$ cat src/rtl/spi_types.sv
// Shared SPI transaction types.
// Used by the controller and its users.
package spi_types;

   typedef enum logic [2:0] {
      WRITE_8         = 3'd0,
      WRITE_16        = 3'd1,
      WRITE_8_READ_8  = 3'd2,
      WRITE_8_READ_16 = 3'd3,
      WRITE_8_READ_24 = 3'd4
   } spi_transaction_t;

endpackage

$ cat src/rtl/spi_controller.sv
// SPI mode-0 controller: write-then-read transactions,
// sclk = clk/2, valid/ready request and result ports.
module spi_controller
   import spi_types::*;
(
   input  logic             clk,
   input  logic             rst,
   output logic             sclk,
   output logic             csb,
   output logic             mosi,
   input  logic             miso,
   input  spi_transaction_t spi_mode,
   output logic             i_ready,
   input  logic             i_valid,
   input  logic [15:0]      i_data,
   input  logic             o_ready,
   output logic             o_valid,
   output logic [23:0]      o_data
);

   typedef enum logic [1:0] {
      IDLE     = 2'd0,
      SHIFT    = 2'd1,
      DONE     = 2'd2,
      WAIT_OUT = 2'd3
   } state_t;

   localparam logic [5:0] WR_BITS_8  = 6'd8;
   localparam logic [5:0] WR_BITS_16 = 6'd16;
   localparam logic [5:0] RD_BITS_8  = 6'd8;
   localparam logic [5:0] RD_BITS_16 = 6'd16;
   localparam logic [5:0] RD_BITS_24 = 6'd24;

   state_t      state_q, state_d;
   logic        sclk_q, sclk_d;
   logic        csb_q, csb_d;
   logic        mosi_q, mosi_d;
   logic [15:0] tx_q, tx_d;
   logic [23:0] rx_q, rx_d;
   logic [5:0]  cnt_q, cnt_d;
   logic [5:0]  wbits_q, wbits_d;
   logic [5:0]  total_q, total_d;
   logic        rd_q, rd_d;
   logic        ov_q, ov_d;
   logic [23:0] od_q, od_d;

   logic [5:0]  wbits_m;
   logic [5:0]  rbits_m;
   logic        accept;
   logic        last_fall;

   assign accept    = i_valid & (state_q == IDLE);
   assign last_fall = (state_q == SHIFT) & sclk_q
                    & (cnt_q == total_q - 6'd1);

   // Decode requested mode into write/read bit counts
   always_comb begin
      wbits_m = WR_BITS_8;
      rbits_m = 6'd0;
      case (spi_mode)
         WRITE_16:        wbits_m = WR_BITS_16;
         WRITE_8_READ_8:  rbits_m = RD_BITS_8;
         WRITE_8_READ_16: rbits_m = RD_BITS_16;
         WRITE_8_READ_24: rbits_m = RD_BITS_24;
         default:         ;
      endcase
   end

   // State register
   always_ff @(posedge clk or negedge rst) begin
      if (!rst) state_q <= IDLE;
      else      state_q <= state_d;
   end

   // Next-state logic
   always_comb begin
      state_d = state_q;
      case (state_q)
         IDLE:     if (accept) state_d = SHIFT;
         SHIFT:    if (last_fall) state_d = DONE;
         DONE:     state_d = rd_q ? WAIT_OUT : IDLE;
         WAIT_OUT: if (ov_q && o_ready) state_d = IDLE;
         default:  state_d = IDLE;
      endcase
   end

   // Output and datapath next values per state
   always_comb begin
      sclk_d  = sclk_q;
      csb_d   = csb_q;
      mosi_d  = mosi_q;
      tx_d    = tx_q;
      rx_d    = rx_q;
      cnt_d   = cnt_q;
      wbits_d = wbits_q;
      total_d = total_q;
      rd_d    = rd_q;
      ov_d    = ov_q;
      od_d    = od_q;
      case (state_q)
         IDLE: begin
            if (accept) begin
               csb_d   = 1'b0;
               sclk_d  = 1'b0;
               // write data is left-aligned so bit 15 leads
               if (wbits_m == WR_BITS_16)
                  tx_d = i_data;
               else
                  tx_d = {i_data[7:0], 8'h00};
               mosi_d  = tx_d[15];
               rx_d    = 24'h0;
               cnt_d   = 6'd0;
               wbits_d = wbits_m;
               total_d = wbits_m + rbits_m;
               rd_d    = (rbits_m != 6'd0);
            end
         end
         SHIFT: begin
            if (!sclk_q) begin
               sclk_d = 1'b1;
               if (cnt_q >= wbits_q)
                  rx_d = {rx_q[22:0], miso};
            end else begin
               sclk_d = 1'b0;
               if (last_fall) begin
                  csb_d  = 1'b1;
                  mosi_d = 1'b0;
               end else begin
                  cnt_d  = cnt_q + 6'd1;
                  // zeros shift in, so the read phase drives 0
                  tx_d   = {tx_q[14:0], 1'b0};
                  mosi_d = tx_q[14];
               end
            end
         end
         DONE: begin
            if (rd_q) begin
               ov_d = 1'b1;
               od_d = rx_q;
            end
         end
         WAIT_OUT: begin
            if (o_ready) ov_d = 1'b0;
         end
         default: ;
      endcase
   end

   // Datapath and output registers
   always_ff @(posedge clk or negedge rst) begin
      if (!rst) begin
         sclk_q  <= 1'b0;
         csb_q   <= 1'b1;
         mosi_q  <= 1'b0;
         tx_q    <= 16'h0;
         rx_q    <= 24'h0;
         cnt_q   <= 6'd0;
         wbits_q <= 6'd0;
         total_q <= 6'd0;
         rd_q    <= 1'b0;
         ov_q    <= 1'b0;
         od_q    <= 24'h0;
      end else begin
         sclk_q  <= sclk_d;
         csb_q   <= csb_d;
         mosi_q  <= mosi_d;
         tx_q    <= tx_d;
         rx_q    <= rx_d;
         cnt_q   <= cnt_d;
         wbits_q <= wbits_d;
         total_q <= total_d;
         rd_q    <= rd_d;
         ov_q    <= ov_d;
         od_q    <= od_d;
      end
   end

   assign sclk    = sclk_q;
   assign csb     = csb_q;
   assign mosi    = mosi_q;
   assign o_valid = ov_q;
   assign o_data  = od_q;
   assign i_ready = (state_q == IDLE);

endmodule

$ cat config.mk
export PLATFORM = sky130hd
export DESIGN_NAME = spi_controller
export DESIGN_NICKNAME = d
export VERILOG_FILES = /design/src/rtl/spi_types.sv /design/src/rtl/spi_controller.sv
export SDC_FILE = /design/constraint.sdc
export NUM_CORES = 1
export LEC_CHECK = 0
export CORE_ASPECT_RATIO = 0.5
export CORE_MARGIN = 3
export CORE_UTILIZATION = 54
export DETAILED_ROUTE_END_ITERATION = 10
export GPL_TIMING_DRIVEN = 0
export HOLD_SLACK_MARGIN = 0.12
export PLACE_DENSITY = 0.79
export SYNTH_ARGS = -nofsm -noshare
export SYNTH_HDL_FRONTEND = slang
export SYNTH_SLANG_ARGS = --single-unit
$ cat constraint.sdc
create_clock -name clk -period 2.7 [get_ports clk]
set_input_delay 0.54 -clock clk [delete_from_list [all_inputs] [get_ports clk]]
set_output_delay 0.54 -clock clk [all_outputs]
set_load 0.01 [all_outputs]
==> impl_results.md <==
- Largest family of logic cells by synthesized area: simple AND/OR/NAND/NOR gates
- Final std cells w/o fill: 531
- Adder-Cell Fraction of Synth Area: 2.55%
- Worst Skew: 9.33 ps
- CP max FO: 10
- Residual DRC: 0
- RSZ-0062 raised after global routing: false
- Worst-path clk slew: 60 ps
- Synth Area in Compound Gates: 10.8%
- Req. time, crit path: 2900 ps
- Cell Pwr Density: 1170 nW/um^2
- Max-slew violations: 0
- Post-synth EDFFs: 0
- Yosys warning count: 0
- Worst Hold Class: reg -> reg
- Final period utilization: 94.7%
- Post-synth ARST share: 100%
- Core Region: 6360 sq um
- CTS buffer count: 9
- Post-CTS Setup Bufs: 0
- Gate Count Post-Synth: 373
- Worst slew pin tran: 716 ps
- Max-slew headroom: 51.8%
- CP max stage delay: 540 ps
- Die H: 64.8 microns
- WL final: 8.14 mm
- Port bufs: 52
- Vias: 2902
- Sink Count: 81
- GRT Total Usage: 22.9%
- DR WL/cell: 15.3 microns
- Maxcap violations: 0
- Final Cell Area: 4720 sq um
- Worst Hold Launch: csb$_DFFE_PN1P_
- Fmax: 0.391 GHz
- Synth Area in Simple Gates: 16.0%
- CP Class: in -> reg
- Seq/Total Area, Yosys: 54.4%
- Fraction of layout cells with a size suffix above 1: 8.80%
- Final Hold Viols: 0
- FP Rows: 20
- Gpl congestion: 0.842
- DP Area: 4380 sq um
- Antenna viol nets, final: 0
- Top_reg_cell synth: dfrtp_1
- Crit path max-delay family: buffers and inverters
- Avg Cell Area, Syn: 10.0 sq um
- Final core occ: 74.2%
- Area Overhead vs Synth: 26.5%
- Initial Util: 58.7%
- Netlist cell types: 46
- Antenna cells: 0
- Post-DP HPWL: 5.81 mm
- Die outline width: 124 microns
- Sequential standard cell area: 2030 sq um
- Leakage: 0.00221 uW
- Number of fillers in the final layout: 460
- CP arrival: 2750 ps
- Cell chain of the critical path: clkdlybuf4s50_1, nor3b_4, clkinvlp_4, ha_1, fa_1, nand2_1, o21ai_0
- H-tree Lvls: 3
- Startpoint types: input pin
- Worst-skew pair later-pin latency: 340 ps
- Tmin final: 2560 ps
- XOR/XNOR Fraction of Synth Area: 1.58%
- Vias in the first global route: 3016
- First-pass GRT wire length: 14.1 mm
- Clock Path Buffers: 2
- Worst path slowest cell: clkdlybuf4s50_1
- Peak supply drop: 0.519 mV
- CTS tree: built
- 1st-iter DRT viols: 184
- Buf/Inv on CP: 2
- Design Power: 5530 uW
- # placed instances: 514
- Die area: 8000 sq um
- Vias/cell: 5.47
- Reg-to-Reg Start: total_q[3]$_DFFE_PN0P_
- Multiplexer area fraction after synthesis: 8.66%
- Antenna violations before repair: 0
- Outcome: finished, final reports clean
- Setup crit end kind: flop
- Synth Cell Area: 3730 sq um
- DR pass1 iterations: 4
- Worst setup path startpoint: spi_mode[0]
- Nets: 469
- Gr ovfl total: 0
- Multi-input gate area: 1480 sq um
- Mapped Nets: 404
- Final setup viols: 0
- Largest net degree at the start of global routing: 78
- Setup slack after layout: 144 ps
- #FFs+latches synth: 81
- Io pins: 53
- Setup slack at placement: -424 ps
- Worst reg2reg setup slack: 210 ps
- Root Buffer: clkbuf_16
-- state kept, by name, summed over array words and instances, names as in the netlist --
register / cells
csb: 1
rx_q: 24
rd_q: 1
cnt_q: 6
wbits_q: 2
state_q: 2
mosi: 1
o_valid: 1
sclk: 1
total_q: 3
tx_q: 15
o_data: 24
-- cell type report --
cell class              instances  share of cell area (%)
clock inverters                 5                    1.30
clock buffers                  11                    5.36
flip-flops and latches         81                    43.0
well taps                      88                    2.33
multi-input cells             238                    31.4
plain buffers                  22                    2.20
inverters                      32                    2.63
repair buffers                 54                    11.8
-- worst min-delay path, stage by stage, from the launching register on --
cell and delay, ps:
dfstp_2 370, nand2_1 50, nand2_1 50
-- synthesized netlist by cell type (2+ instances only) --
library cell | count | area share [%]
a21oi_1 | 4 | 0.54
buf_2 | 5 | 0.67
buf_4 | 2 | 0.40
clkbuf_1 | 13 | 1.3
dfrtp_1 | 80 | 54
ha_1 | 6 | 2.0
inv_1 | 31 | 3.1
mux2_2 | 6 | 1.8
mux2i_1 | 24 | 6.4
nand2_1 | 95 | 9.6
nand3_1 | 20 | 2.7
nor2_1 | 6 | 0.60
nor2b_1 | 3 | 0.50
nor3_1 | 2 | 0.27
o211ai_1 | 2 | 0.40
o21ai_0 | 32 | 4.3
o221a_1 | 7 | 2.1
o2bb2ai_1 | 3 | 0.70
o31ai_1 | 2 | 0.40
xnor2_1 | 4 | 0.94
-- through the flow --
step                TNS (ps)  hold WS [ps]
global placement     -125470           449
floorplan                  0           244
CTS                        0           475
detailed placement     -1680           356
finish                     0           471
global route               0           510
-- power breakdown --
part           internal, uW  switching, uW  total [uW]
combinational          1070           1270        2340
clock                   769            486        1250
sequential             1660            275        1930
total                  3500           2030        5530
-- per-layer routing --
layer | track usage [%] | routed length (microns) | vias to the layer above
met1 | 29.0 | 3600 | 1447
met5 | 0 | 0 | -
met2 | 38.5 | 4030 | 71
met4 | 6.34 | 74 | 0
met3 | 6.97 | 433 | 8
li1 | - | - | 1376
-- final timing paths --
kind	cells past startpoint	endpoint
setup / recovery	7	total_q[4]$_DFFE_PN0P_
hold / removal	2	csb$_DFFE_PN1P_
setup reg to reg	7	tx_q[6]$_DFFE_PN0P_
hold reg to reg	2	csb$_DFFE_PN1P_
max in group asynchronous	3	csb$_DFFE_PN1P_
min in group asynchronous	2	cnt_q[0]$_DFFE_PN0P_
-- cell usage in the layout (no fill, tap or decap), types with 3 or more instances in the layout --
master           Yosys  layout
xnor2_1              4       4
clkbuf_1            13      13
buf_4                2       3
nor2b_1              3       3
nand3_1             20      20
clkbuf_16            0       9
o2bb2ai_1            3       3
a21oi_1              4       4
ha_1                 6       6
o21ai_0             32      32
clkdlybuf4s50_1      0      51
nand2_1             95      95
clkinvlp_4           0       4
mux2i_1             24      24
nor2_1               6       6
o221a_1              7       7
buf_2                5       5
inv_1               31      31
mux2_2               6       6
dfrtp_1             80      80
-- cells by family (layout without fill, tap and decap cells) --
| family | Yosys count | count (layout) |
|---|---|---|
| AO/OA/AOI/OAI | 58 | 58 |
| adder cells (fa/ha/maj) | 7 | 7 |
| multiplexers | 31 | 31 |
| AND/OR/NAND/NOR | 137 | 137 |
| buffers and inverters | 54 | 124 |
| flip-flops | 81 | 81 |
| XOR/XNOR | 5 | 5 |
-- repair_timing --
action,CTS,global route
endpoints found under the setup margin,1,1
cloned,0,0
hold buffers,1,0
endpoints found under the hold margin,4,0
resized for setup,1,1
pin swaps,0,0
Power figures use the tool's default switching activity.
